$ cat config.mk
export PLATFORM = sky130hd
export DESIGN_NAME = reset_sequencer
export DESIGN_NICKNAME = d
export VERILOG_FILES = /design/src/rtl/reset_seq_pkg.sv /design/src/rtl/reset_sequencer_sync.sv /design/src/rtl/reset_sequencer.sv
export SDC_FILE = /design/constraint.sdc
export NUM_CORES = 1
export LEC_CHECK = 0
export CORE_MARGIN = 2
export CORE_UTILIZATION = 51
export CTS_CLUSTER_DIAMETER = 100
export CTS_CLUSTER_SIZE = 14
export DETAILED_ROUTE_END_ITERATION = 12
export PLACE_DENSITY = 0.75
export SYNTH_ARGS = -nofsm -noshare
export SYNTH_HDL_FRONTEND = slang
export SYNTH_SLANG_ARGS = --single-unit
$ cat constraint.sdc
create_clock -name clk -period 1.8 [get_ports clk]
set_input_delay 0.27 -clock clk [delete_from_list [all_inputs] [get_ports clk]]
set_output_delay 0.27 -clock clk [all_outputs]
set_load 0.005 [all_outputs]
$ cat src/rtl/reset_seq_pkg.sv
// ---------------------------------------------------------------------------
// reset_seq_pkg
//   Shared types and constants for the reset sequencer.
//   - seq_state_t  : sequencer FSM states
//   - LOCK_CNT_MAX : saturation value of the lock-loss counter
//   - sat_inc8     : saturating 8-bit increment used by the lock-loss counter
// ---------------------------------------------------------------------------
package reset_seq_pkg;

    typedef enum logic [1:0] {
        WAIT_LOCK = 2'd0,
        RELEASE   = 2'd1,
        RUN       = 2'd2,
        SOFT_HOLD = 2'd3
    } seq_state_t;

    localparam logic [7:0] LOCK_CNT_MAX = 8'hFF;

    // Increment that sticks at LOCK_CNT_MAX so a flapping PLL can never
    // wrap the diagnostic count back to a small, reassuring number.
    function automatic logic [7:0] sat_inc8(input logic [7:0] value);
        return (value == LOCK_CNT_MAX) ? value : value + 8'd1;
    endfunction

endpackage

$ cat src/rtl/reset_sequencer_sync.sv
// ---------------------------------------------------------------------------
// sync_2ff
//   Generic two-flop single-bit synchronizer with asynchronous active-low
//   clear. Both flops clear to 0, so a cleared synchronizer always reports
//   "not asserted" until the input has been seen for two clk edges.
//
// Ports
//   clk  : destination clock
//   nRST : asynchronous active-low clear
//   d_i  : asynchronous input bit
//   q_o  : synchronized output bit (two clk edges of latency)
// ---------------------------------------------------------------------------
module sync_2ff (
    input  logic clk,
    input  logic nRST,
    input  logic d_i,
    output logic q_o
);

    logic meta_q;
    logic sync_q;

    // First flop may go metastable; second flop gives it a full cycle to settle.
    always_ff @(posedge clk or negedge nRST) begin
        if (!nRST) begin
            meta_q <= 1'b0;
            sync_q <= 1'b0;
        end else begin
            meta_q <= d_i;
            sync_q <= meta_q;
        end
    end

    assign q_o = sync_q;

endmodule

$ cat src/rtl/reset_sequencer.sv
// ---------------------------------------------------------------------------
// reset_sequencer
//   Orders reset release for the downstream clock domains once the PLL is
//   stably locked. The synchronized lock must be seen for LOCK_FILTER
//   consecutive cycles, after which stage resets are released one at a time,
//   bit 0 first, every STAGE_DLY cycles. Losing lock or a soft-reset request
//   drops every stage together and starts over; soft requests additionally
//   hold everything in reset for SOFT_HOLD cycles before re-filtering lock.
//   All outputs come straight from flops, so consumers can feed them into
//   their own async-assert/sync-deassert reset synchronizers.
//
// Ports
//   clk           : free-running system clock
//   nRST          : asynchronous active-low reset
//   pll_locked    : asynchronous PLL lock indication (synchronized here)
//   soft_rst_req  : synchronous single-cycle soft-reset request
//   rst_n_out     : per-stage active-low resets, bit 0 released first
//   seq_done      : high while every stage is released
//   busy          : high whenever the sequencer is not in RUN
//   lock_lost_cnt : saturating count of lock losses during RELEASE/RUN
// ---------------------------------------------------------------------------
module reset_sequencer #(
    parameter int N_STAGES    = 4,
    parameter int STAGE_DLY   = 256,
    parameter int LOCK_FILTER = 16,
    parameter int SOFT_HOLD   = 64
) (
    input  logic                clk,
    input  logic                nRST,
    input  logic                pll_locked,
    input  logic                soft_rst_req,
    output logic [N_STAGES-1:0] rst_n_out,
    output logic                seq_done,
    output logic                busy,
    output logic [7:0]          lock_lost_cnt
);

    import reset_seq_pkg::*;

    // Each counter is sized for its largest compared value; every counter is
    // cleared when it reaches that value, so none of them can wrap.
    localparam int LW = $clog2(LOCK_FILTER);
    localparam int DW = $clog2(STAGE_DLY);
    localparam int HW = $clog2(SOFT_HOLD);
    localparam int SW = $clog2(N_STAGES) + 1;

    localparam logic [LW-1:0] LOCK_LAST  = LW'(LOCK_FILTER - 1);
    localparam logic [DW-1:0] DLY_LAST   = DW'(STAGE_DLY - 1);
    localparam logic [HW-1:0] HOLD_LAST  = HW'(SOFT_HOLD - 1);
    localparam logic [SW-1:0] STAGE_LAST = SW'(N_STAGES - 1);

    logic                locked_s;

    seq_state_t          state_q;
    logic [LW-1:0]       lock_cnt_q;
    logic [DW-1:0]       dly_cnt_q;
    logic [HW-1:0]       hold_cnt_q;
    logic [SW-1:0]       stage_idx_q;
    logic [N_STAGES-1:0] rst_n_out_q;
    logic                seq_done_q;
    logic                busy_q;
    logic [7:0]          lock_lost_cnt_q;

    sync_2ff u_lock_sync (
        .clk  (clk),
        .nRST (nRST),
        .d_i  (pll_locked),
        .q_o  (locked_s)
    );

    // Sequencer FSM with all outputs registered alongside the state.
    // Abort priority in RELEASE/RUN: lock loss, then soft request, then
    // normal progress. Released stages always form a contiguous run of ones
    // from bit 0, so releasing the next stage is a shift-in of a one.
    always_ff @(posedge clk or negedge nRST) begin
        if (!nRST) begin
            state_q         <= WAIT_LOCK;
            lock_cnt_q      <= '0;
            dly_cnt_q       <= '0;
            hold_cnt_q      <= '0;
            stage_idx_q     <= '0;
            rst_n_out_q     <= '0;
            seq_done_q      <= 1'b0;
            busy_q          <= 1'b1;
            lock_lost_cnt_q <= '0;
        end else begin
            case (state_q)
                WAIT_LOCK: begin
                    if (locked_s) begin
                        if (lock_cnt_q == LOCK_LAST) begin
                            state_q     <= RELEASE;
                            lock_cnt_q  <= '0;
                            stage_idx_q <= '0;
                            dly_cnt_q   <= '0;
                        end else begin
                            lock_cnt_q <= lock_cnt_q + LW'(1);
                        end
                    end else begin
                        lock_cnt_q <= '0;
                    end
                end

                RELEASE, RUN: begin
                    if (!locked_s) begin
                        state_q         <= WAIT_LOCK;
                        rst_n_out_q     <= '0;
                        seq_done_q      <= 1'b0;
                        busy_q          <= 1'b1;
                        lock_cnt_q      <= '0;
                        dly_cnt_q       <= '0;
                        hold_cnt_q      <= '0;
                        stage_idx_q     <= '0;
                        lock_lost_cnt_q <= sat_inc8(lock_lost_cnt_q);
                    end else if (soft_rst_req) begin
                        state_q     <= reset_seq_pkg::SOFT_HOLD;
                        rst_n_out_q <= '0;
                        seq_done_q  <= 1'b0;
                        busy_q      <= 1'b1;
                        lock_cnt_q  <= '0;
                        dly_cnt_q   <= '0;
                        hold_cnt_q  <= '0;
                        stage_idx_q <= '0;
                    end else if (state_q == RELEASE) begin
                        if (dly_cnt_q == DLY_LAST) begin
                            rst_n_out_q <= {rst_n_out_q[N_STAGES-2:0], 1'b1};
                            dly_cnt_q   <= '0;
                            stage_idx_q <= stage_idx_q + SW'(1);
                            if (stage_idx_q == STAGE_LAST) begin
                                state_q    <= RUN;
                                seq_done_q <= 1'b1;
                                busy_q     <= 1'b0;
                            end
                        end else begin
                            dly_cnt_q <= dly_cnt_q + DW'(1);
                        end
                    end
                end

                reset_seq_pkg::SOFT_HOLD: begin
                    // Lock state is ignored here; WAIT_LOCK always
                    // re-filters lock from zero afterwards.
                    if (soft_rst_req) begin
                        hold_cnt_q <= '0;
                    end else if (hold_cnt_q == HOLD_LAST) begin
                        state_q    <= WAIT_LOCK;
                        hold_cnt_q <= '0;
                        lock_cnt_q <= '0;
                    end else begin
                        hold_cnt_q <= hold_cnt_q + HW'(1);
                    end
                end

                default: begin
                    state_q     <= WAIT_LOCK;
                    rst_n_out_q <= '0;
                    seq_done_q  <= 1'b0;
                    busy_q      <= 1'b1;
                    lock_cnt_q  <= '0;
                    dly_cnt_q   <= '0;
                    hold_cnt_q  <= '0;
                    stage_idx_q <= '0;
                end
            endcase
        end
    end

    assign rst_n_out     = rst_n_out_q;
    assign seq_done      = seq_done_q;
    assign busy          = busy_q;
    assign lock_lost_cnt = lock_lost_cnt_q;

endmodule
======== Word level (Yosys, flattened, before mapping) ========
Cells that the tools add are included.
storage, ports and cells
  word-level logic and storage cells ...... 99
  output and inout port bits .............. 14
  bits in registers ....................... 39
operators by class
  reductions and logical operators ........ 12
  multiplexer cells ....................... 50
  equal/unequal tests ..................... 19
  bitwise gates (word level) .............. 2
  $add $sub $neg .......................... 5
operator list
  cell                 number
  $mux 8               6
  $mux 4               10
  $mux 6               4
  $mux 2               9
  $mux 3               6
  $add 8x1->8 const B  2
  $eq 8x8->1 const B   2
  $pmux 8 s2           1
  $ne 3x3->1 const B   4
  $ne 4x4->1 const B   3
  $pmux 4 s3           1
  $pmux 6 s2           1
  $mux 1               10
  $reduce_and 3->1     3
  $reduce_and 4->1     2
  $reduce_and 7->1     1
  $add 6x1->6 const B  1
  $eq 6x6->1 const B   1
  $ne 2x2->1 const B   3
  $pmux 2 s3           1
  $pmux 3 s2           1
  $reduce_and 5->1     1
  $add 4x1->4 const B  1
  $eq 2x2->1 const B   2
  10 further kinds     12

======== Depth between registers and ports, before layout ========
Gate-level depths: netlist of run 1.
  word-level depth ........................ 7
  mapped depth ............................ 8

======== Modules after synthesis ========
Synthesis of run 1 repeated with hierarchy kept, for this count alone.
unflattened totals
  cells, all modules ...................... 204
  area, all modules ....................... 2065.7 um^2
modules (own cells, without submodules)
  module           area each (um^2)  times used  cells an instance
  reset_sequencer  2015.7            1           202
  sync_2ff         50.0              1           2

======== Worst setup path before layout of run 1 ========
OpenSTA, ideal clock, no wires.
  path type ............................... reg-to-reg
  from .................................... reg state_q[0]
  to ...................................... reg stage_idx_q[2]
  clock period less this slack ............ 1.873 ns
  path slack .............................. -0.073 ns
  cell stages (with the launch flop) ...... 7
  arrival ................................. 1.745 ns
  library setup time ...................... 0.128 ns
  data required time ...................... 1.672 ns
  path through ............................ dfrtp_1 -> inv_1 -> ha_1 -> nor3b_1 -> nor3b_2 -> o21ai_2 -> mux2_1
on the way
  longest elaborated chain between the ends .. 4
  elaborated cells between the ends (all ways) .. 11
ends and longest elaborated chain
  item                                                              RTL line                                       text
  start, declared                                                   reset_sequencer.sv:54                          seq_state_t state_q;
  start signal, assigned                                            reset_sequencer.sv:115                         state_q <= reset_seq_pkg::SOFT_HOLD;
  $eq 2x1->1 or $eq 2x2->1 (tied branches)                          reset_sequencer.sv:87, reset_sequencer.sv:123
  $reduce_or 2->1                                                   reset_sequencer.sv:87                          case (state_q)
  $ne 4x4->1 (no source line) or $reduce_bool 2->1 (tied branches)  n/a
  $reduce_and 5->1 (no source line)                                 n/a
  end signal, assigned                                              reset_sequencer.sv:127                         stage_idx_q <= stage_idx_q + SW'(1);
  end, declared                                                     reset_sequencer.sv:58                          logic [SW-1:0] stage_idx_q;
Parallel ways exist; a longest one is shown, timed or not.
A chain may end at the register's enable or synchronous reset.

======== Worst setup path after layout of run 1 ========
  from .................................... reg state_q[1]
  to ...................................... reg state_q[0]
on the way
  longest elaborated chain between the ends .. 4
  elaborated cells between the ends (all ways) .. 14
ends and longest elaborated chain
  item                                      RTL line
  $eq 2x1->1 or $eq 2x2->1 (tied branches)  reset_sequencer.sv:87, reset_sequencer.sv:123
  $reduce_or 2->1                           reset_sequencer.sv:87
  $ne 4x4->1 (no source line)               n/a
  $reduce_and 7->1 (no source line)         n/a
Parallel ways exist; a longest one is shown, timed or not.

==> results of run 1 <==
kinds of logic after synthesis:
kind of cell,count (synthesis)
AOI/OAI and AO/OA,46
xor gates and xnor gates,9
adders and majority gates,10
buffers and inverters,14
DFF,39
muxes,7
and+or+nand+nor,73
state kept, by name (all words and copies together) (netlist names):
name                cells
hold_cnt_q              6
state_q                 2
dly_cnt_q               8
rst_n_out               4
u_lock_sync.meta_q      1
busy                    1
lock_cnt_q              4
u_lock_sync.q_o         1
stage_idx_q             3
lock_lost_cnt           8
seq_done                1
Yosys cell counts, types with 3 or more instances:
master	instances	area, µm²
xor2_1	6	52.6
nand2b_1	3	18.8
nor2_1	12	45.0
mux2i_1	4	40.0
nor3_1	6	30.0
nand4_1	5	31.3
dfrtp_1	38	951
nand3_1	8	40.0
a22o_1	7	61.3
and3_1	3	18.8
nor3b_1	6	45.0
inv_1	8	30.0
a32o_1	3	30.0
o21ai_1	3	15.0
o22ai_1	4	25.0
ha_1	10	125
nand2_1	14	52.6
o31ai_1	4	30.0
a21oi_1	5	25.0
xnor2_1	3	26.3
o21ai_0	10	50.1
worst max-delay path: cells and delay by family (launching register included):
family | cells | cell delay [ns]
AO/OA/AOI/OAI | 1 | 0.29
adder cells (fa/ha/maj) | 1 | 0.17
buffers and inverters | 1 | 0.13
flip-flops | 1 | 0.40
multiplexers | 1 | 0.24
AND/OR/NAND/NOR | 2 | 0.50
worst paths after layout:
path | start | to | slack [ns] | cells past startpoint
hold reg to reg | u_lock_sync.meta_q$_DFF_PN0_ | u_lock_sync.q_o$_DFF_PN0_ | 0.36 | 0
setup / recovery | state_q[1]$_DFFE_PN0P_ | state_q[0]$_DFFE_PN0P_ | -0.007 | 6
min in group clk | u_lock_sync.meta_q$_DFF_PN0_ | u_lock_sync.q_o$_DFF_PN0_ | 0.36 | 0
hold / removal | nRST | dly_cnt_q[4]$_DFFE_PN0P_ | 0.002 | 2
max in group asynchronous | nRST | busy$_DFFE_PN1P_ | 1.43 | 2
setup reg to reg | state_q[1]$_DFFE_PN0P_ | state_q[0]$_DFFE_PN0P_ | -0.007 | 6
power by group through the flow:
| stage | combinational [mW] | clock, mW | sequential, mW |
|---|---|---|---|
| floorplan | 0.841 | 0 | 1.11 |
| global placement | 1.28 | 0 | 1.13 |
| detailed placement | 1.30 | 0 | 1.13 |
| CTS | 1.38 | 0.893 | 1.12 |
| global route | 1.66 | 0.922 | 1.14 |
| finish | 1.52 | 0.877 | 1.12 |
metal layers:
metal / vias to the layer above / wire (µm) / share of wire (%) / global-route usage [%]
met5: - / 0 / 0 / 0
met4: 0 / 98 / 2.2 / 10.2
met3: 9 / 145 / 3.3 / 3.83
met2: 36 / 2060 / 47 / 34.3
met1: 802 / 2120 / 48 / 31.2
li1: 820 / - / - / -
metrics by stage:
step	hold slack [ns]	cells	cell area, µm²
floorplan	-0.0256	198	2070
global placement	0.335	283	2440
detailed placement	0.340	283	2440
CTS	0.0330	292	2630
global route	0.0805	294	2720
finish	0.00210	294	2720
timing repair:
item / 4_1_cts / 5_1_grt
hold buffers: 0 / 0
pin swaps: 2 / 12
setup endpoints to repair: 14 / 21
setup buffers: 1 / 2
gates resized for setup: 10 / 18
final cells by class:
cell class / instances / area [µm²] / area share [%]
Clock inverter: 3 / 67.6 / 2.48
Sequential cell: 39 / 977 / 35.9
Clock buffer: 5 / 68.8 / 2.53
Timing Repair Buffer: 44 / 372 / 13.7
Multi-Input combinational cell: 145 / 1140 / 42.0
Tap cell: 50 / 62.6 / 2.30
Inverter: 8 / 30.0 / 1.10
==> summary.md, run 1 <==
| Metric | Value |
|---|---|
| Status | finished, violations left |
| Failing checks | negative setup slack |
| RSZ-0062 raised after global routing | true |
| Yosys warns | 0 |
| Core Rows | 23 |
| Avg Cell Area, Syn | 10.4 µm² |
| Via density | 5.67 |
| Clk sinks | 39 |
| CTS tree | yes |
| Switching Share | 35.0% |
| Routed via count | 1667 |
| P&R area growth vs syn | 32.2% |
| Register bit count reported by yosys | 39 |
| Distinct cell type count after synthesis | 47 |
| Slew Limit Fails | 0 |
| Max cap viols | 0 |
| Fmax | 553 MHz |
| Die ar. | 4560 µm² |
| Most frequent cells in the layout | dfrtp_1, buf_4, clkdlybuf4s50_1, nand2_1, nor2_1 |
| Critical path type | reg -> reg |
| Setup crit end kind | register |
| Mapped Cells | 198 |
| Worst-path cell chain | inv_2, ha_4, nand4_1, or3_4, a221oi_4, mux2i_1 |
| Psw | 1.23 mW |
| Worst path required time | 2.02 ns |
| Total track usage | 22.4% |
| Post-synth EDFFs | 0 |
| Root buf cell | clkbuf_8 |
| Pre-Repair DR Iteration Count | 4 |
| Fin crit share | 100% |
| Post-Synth XOR/XNOR Area | 3.83% |
| Post-route DRC | 0 |
| H-tree Lvls | 2 |
| Pint | 2.29 mW |
| Crit-path max FO | 4 |
| GP Congestion | 0.872 |
| PwrDens | 1290 nW/µm² |
| Simple-gate portion of the synthesized area | 20.2% |
| Final worst-path setup slack | -0.00715 ns |
| Final core occ | 69.0% |
| Total grt overflow | 0 |
| Detailed Route WL | 4430 µm |
| Vias in the first global route | 1659 |
| Syn_nets | 212 |
| Share of power burned in registers | 31.9% |
| Layout cell share with drive strength beyond 1 | 26.6% |
| Global-route wire length before repair | 7670 µm |
| Clock Power Share | 24.9% |
| IO Port Bufs | 17 |
| Initial drt markers | 71 |
| Compound-Gate Fraction of Synth Area | 15.8% |
| Asr flop ratio synth | 100% |
| Rel. slew slack | 67.6% |
| Seq/Total Area, Yosys | 47.5% |
| Worst Path Arrival | 2.02 ns |
| Endpoints failing hold | 0 |
| Clk pin slew, worst setup/hold paths | 0.08 ns |
| Post-DR wirelength/cell | 15.1 µm |
| Largest family of logic cells by synthesized area | simple AND/OR/NAND/NOR gates |
| Total Power | 3.52 mW |
| Worst vdd ir | 0.859 mV |
| # diodes | 0 |
| Most common cell after layout, fill and taps aside | dfrtp_1 |
| Combinational share of power | 43.2% |
| Fin nets | 257 |
| CTS Buf Count | 5 |
| Antenna Nets Post-Route | 0 |
| Die Wd | 67.5 µm |
| Post-synthesis adder-cell area fraction | 6.08% |
| Setup total negative slack | -0.00715 ns |
| Largest net degree at the start of global routing | 40 |
| Most used DFF post-synth | dfrtp_1 |
| Min cycle time layout | 1.81 ns |
| Setup violators final | 1 |
| Tightest Pin Transition | 0.485 ns |
| # fillers | 280 |
| Ports | 18 |
| Die Y | 67.5 µm |
| Hold Crit Class | in -> async |
| Post-synthesis mux area share | 3.59% |
| Detail Placement HPWL | 3030 µm |
| Slowest CP cell | dfrtp_1 |
| Critical path launch point type | register |
| Post-Syn Area | 2060 µm² |
| Layout Skew | 0.00927 ns |
| Max Buffers Root-to-Sink | 2 |
| Clock latency at the later pin of the worst-skew pair | 0.30 ns |
| Pleak | 1.21 nW |
| Core area | 3940 µm² |
| Dpl ws | -0.201 ns |
| CP max stage delay | 0.40 ns |
| Initial antenna violation count | 0 |
| Initial Util | 52.2% |
Power figures use the tool's default switching activity.
==> inputs of run 2 (changes only) <==
HOLD_SLACK_MARGIN = 0.02   (was unset)
==> results of run 2 <==
No change in the layout: final DEF, timing and power equal those of run 1.
==> inputs of run 3 (changes only) <==
PLACE_DENSITY = 0.71   (was 0.75)
==> summary.md, run 3 (same netlist as run 1, synthesis figures left out) <==
| Metric | Value |
|---|---|
| Clock latency at the later pin of the worst-skew pair | 0.29 ns (about the same) |
| Placed insts | 286 (+1.1%) |
| Rel. slew slack | 68.3% (+0.70 points) |
| Total grt overflow | 0 (unchanged) |
| Post-DR wirelength/cell | 17.2 µm (+14%) |
| CTS Buf Count | 5 (unchanged) |
| Total track usage | 23.2% (+0.73 points) |
| Fin nets | 269 (+4.7%) |
| Global-route wire length before repair | 7920 µm (+3.3%) |
| Most common cell after layout, fill and taps aside | dfrtp_1 |
| Largest net degree at the start of global routing | 22 (-45%) |
| Clk sinks | 39 (unchanged) |
| Clk pin slew, worst setup/hold paths | 0.08 ns (about the same) |
| Worst R2R End | dly_cnt_q[3]$_DFFE_PN0P_ |
| Die Y | 67.5 µm (unchanged) |
| Ports | 18 (unchanged) |
| Worst R2R Start | state_q[1]$_DFFE_PN0P_ |
| FF-to-FF path depth | 7 (+1) |
| Antenna Nets Post-Route | 0 (unchanged) |
| Min cycle time layout | 1.89 ns (+0.0877 ns) |
| Vias in the first global route | 1779 (+7.2%) |
| Fin Hold WS | 0.354 ns (+0.352 ns) |
| Fin crit share | 105% (+4.9 points) |
| GP Congestion | 0.847 (-2.9%) |
| Reg area | 977 µm² (unchanged) |
| Tightest Pin Transition | 0.475 ns (-0.0105 ns) |
| Endpoints failing hold | 0 (unchanged) |
| Most frequent cells in the layout | dfrtp_1, buf_4, clkdlybuf4s50_1, nand2_1, nor2_1 |
| Setup violators final | 13 (+12) |
| Multi-input gate area in the final layout | 1230 µm² (+7.7%) |
| Die Wd | 67.5 µm (unchanged) |
| Hold depth | 0 |
| RSZ-0062 raised after global routing | true |
| Final worst-path setup slack | -0.0948 ns (-0.0877 ns) |
| Hold Crit Class | reg -> reg |
| Worst vdd ir | 0.725 mV (-16%) |
| Detailed Route WL | 5270 µm (+19%) |
| Pre-Repair DR Iteration Count | 4 (unchanged) |
| Initial antenna violation count | 0 (unchanged) |
| Core area | 3940 µm² (unchanged) |
| Layout cell share with drive strength beyond 1 | 33.6% (+7.0 points) |
| Initial drt markers | 110 (+55%) |
| Initial Util | 52.2% (unchanged) |
| Worst Path Arrival | 2.07 ns (+0.05 ns) |
| Core Rows | 23 (unchanged) |
| CTS tree | yes |
| Post-route DRC | 0 (unchanged) |
| Detail Placement HPWL | 3330 µm (+10%) |
| Slew Limit Fails | 0 (unchanged) |
| Pleak | 1.29 nW (+7.1%) |
| Critical path launch point type | register |
| Failing checks | negative setup slack |
| Setup total negative slack | -0.575 ns (-0.568 ns) |
| P&R area growth vs syn | 41.8% |
| WHS Endpoint | u_lock_sync.q_o$_DFF_PN0_ |
| PwrDens | 1300 nW/µm² (+0.36%) |
| Max cap viols | 0 (unchanged) |
| Setup crit end kind | register |
| Crit-path max FO | 7 (+3) |
| Placed cell area | 2480 µm² (+1.4%) |
| Layout Skew | 0.0110 ns (+0.00172 ns) |
| Final instance area | 2920 µm² (+7.2%) |
| Dpl ws | -0.190 ns (+0.0113 ns) |
| Critical path type | reg -> reg |
| Final non-filler cell total | 306 (+4.1%) |
| Die ar. | 4560 µm² (unchanged) |
| Max Buffers Root-to-Sink | 2 (unchanged) |
| Root buf cell | clkbuf_8 |
| # fillers | 257 (-8.2%) |
| Routed via count | 1791 (+7.4%) |
| H-tree Lvls | 2 (unchanged) |
| Fmax | 528 MHz (-4.6%) |
| Worst path required time | 1.98 ns (-0.04 ns) |
| IO Port Bufs | 17 (unchanged) |
| Via density | 5.85 (+3.2%) |
| # diodes | 0 (unchanged) |
| Reg2Reg Setup Slack | -0.09 ns (-0.09 ns) |
| Hold_sp | u_lock_sync.meta_q$_DFF_PN0_ |
| Status | finished, violations left |
run 3: layout make-up:
| type | instances | share of cell area [%] |
|---|---|---|
| repair buffers | 56 | 16.6 |
| inverters | 8 | 1.03 |
| multi-input cells | 145 | 42.2 |
| clock inverters | 2 | 2.06 |
| flip-flops and latches | 39 | 33.5 |
| well taps | 50 | 2.15 |
| clock buffers | 6 | 2.49 |
run 3: worst max path at each step:
stage,from,to,slack [ns],cells past startpoint
floorplan,state_q[0]$_DFFE_PN0P_,stage_idx_q[2]$_DFFE_PN0P_,0.01,6
global placement,soft_rst_req,lock_cnt_q[3]$_DFFE_PN0P_,-0.10,5
detailed placement,soft_rst_req,dly_cnt_q[1]$_DFFE_PN0P_,-0.19,5
CTS,state_q[1]$_DFFE_PN0P_,state_q[0]$_DFFE_PN0P_,-0.02,6
global route,state_q[1]$_DFFE_PN0P_,dly_cnt_q[3]$_DFFE_PN0P_,-0.14,7
finish,state_q[1]$_DFFE_PN0P_,dly_cnt_q[3]$_DFFE_PN0P_,-0.09,7
run 3: through the flow:
step | total power, mW | utilization, %
6_report | 3.79 | 74.0
2_1_floorplan | 1.96 | -
5_1_grt | 3.99 | 74.0
3_3_place_gp | 2.41 | 62.9
3_5_place_dp | 2.48 | 62.9
4_1_cts | 3.49 | 68.9
run 3: where the power goes:
group | switching [mW] | internal [mW] | total, mW | leakage, nW
combinational | 0.913 | 0.904 | 1.82 | 0.704
clock | 0.300 | 0.554 | 0.854 | 0.0654
sequential | 0.125 | 0.991 | 1.12 | 0.523
run 3: worst max-delay path: stages, from the launching register on:
cell,delay [ns]
dfrtp_1,0.41
inv_2,0.13
ha_4,0.23
nor3b_4,0.16
nor3b_4,0.37
buf_4,0.20
o22ai_1,0.07
a22o_1,0.21
run 3: repair_timing:
| action | in CTS | in global routing |
|---|---|---|
| pin swaps | 5 | 16 |
| endpoints found under the setup margin | 23 | 22 |
| endpoints found under the hold margin | 17 | 0 |
| buffers inserted | 5 | 7 |
| gates resized for setup | 13 | 34 |
| hold buffers | 1 | 0 |
run 3: per-layer routing:
layer | part of all wire [%] | track usage [%] | up-vias | wire length, µm
met5 | 0 | 0 | - | 0
met4 | 0.63 | 7.91 | 0 | 33
met3 | 4.5 | 5.67 | 5 | 235
met2 | 53 | 39.6 | 48 | 2820
met1 | 41 | 28.5 | 898 | 2180
li1 | - | - | 840 | -
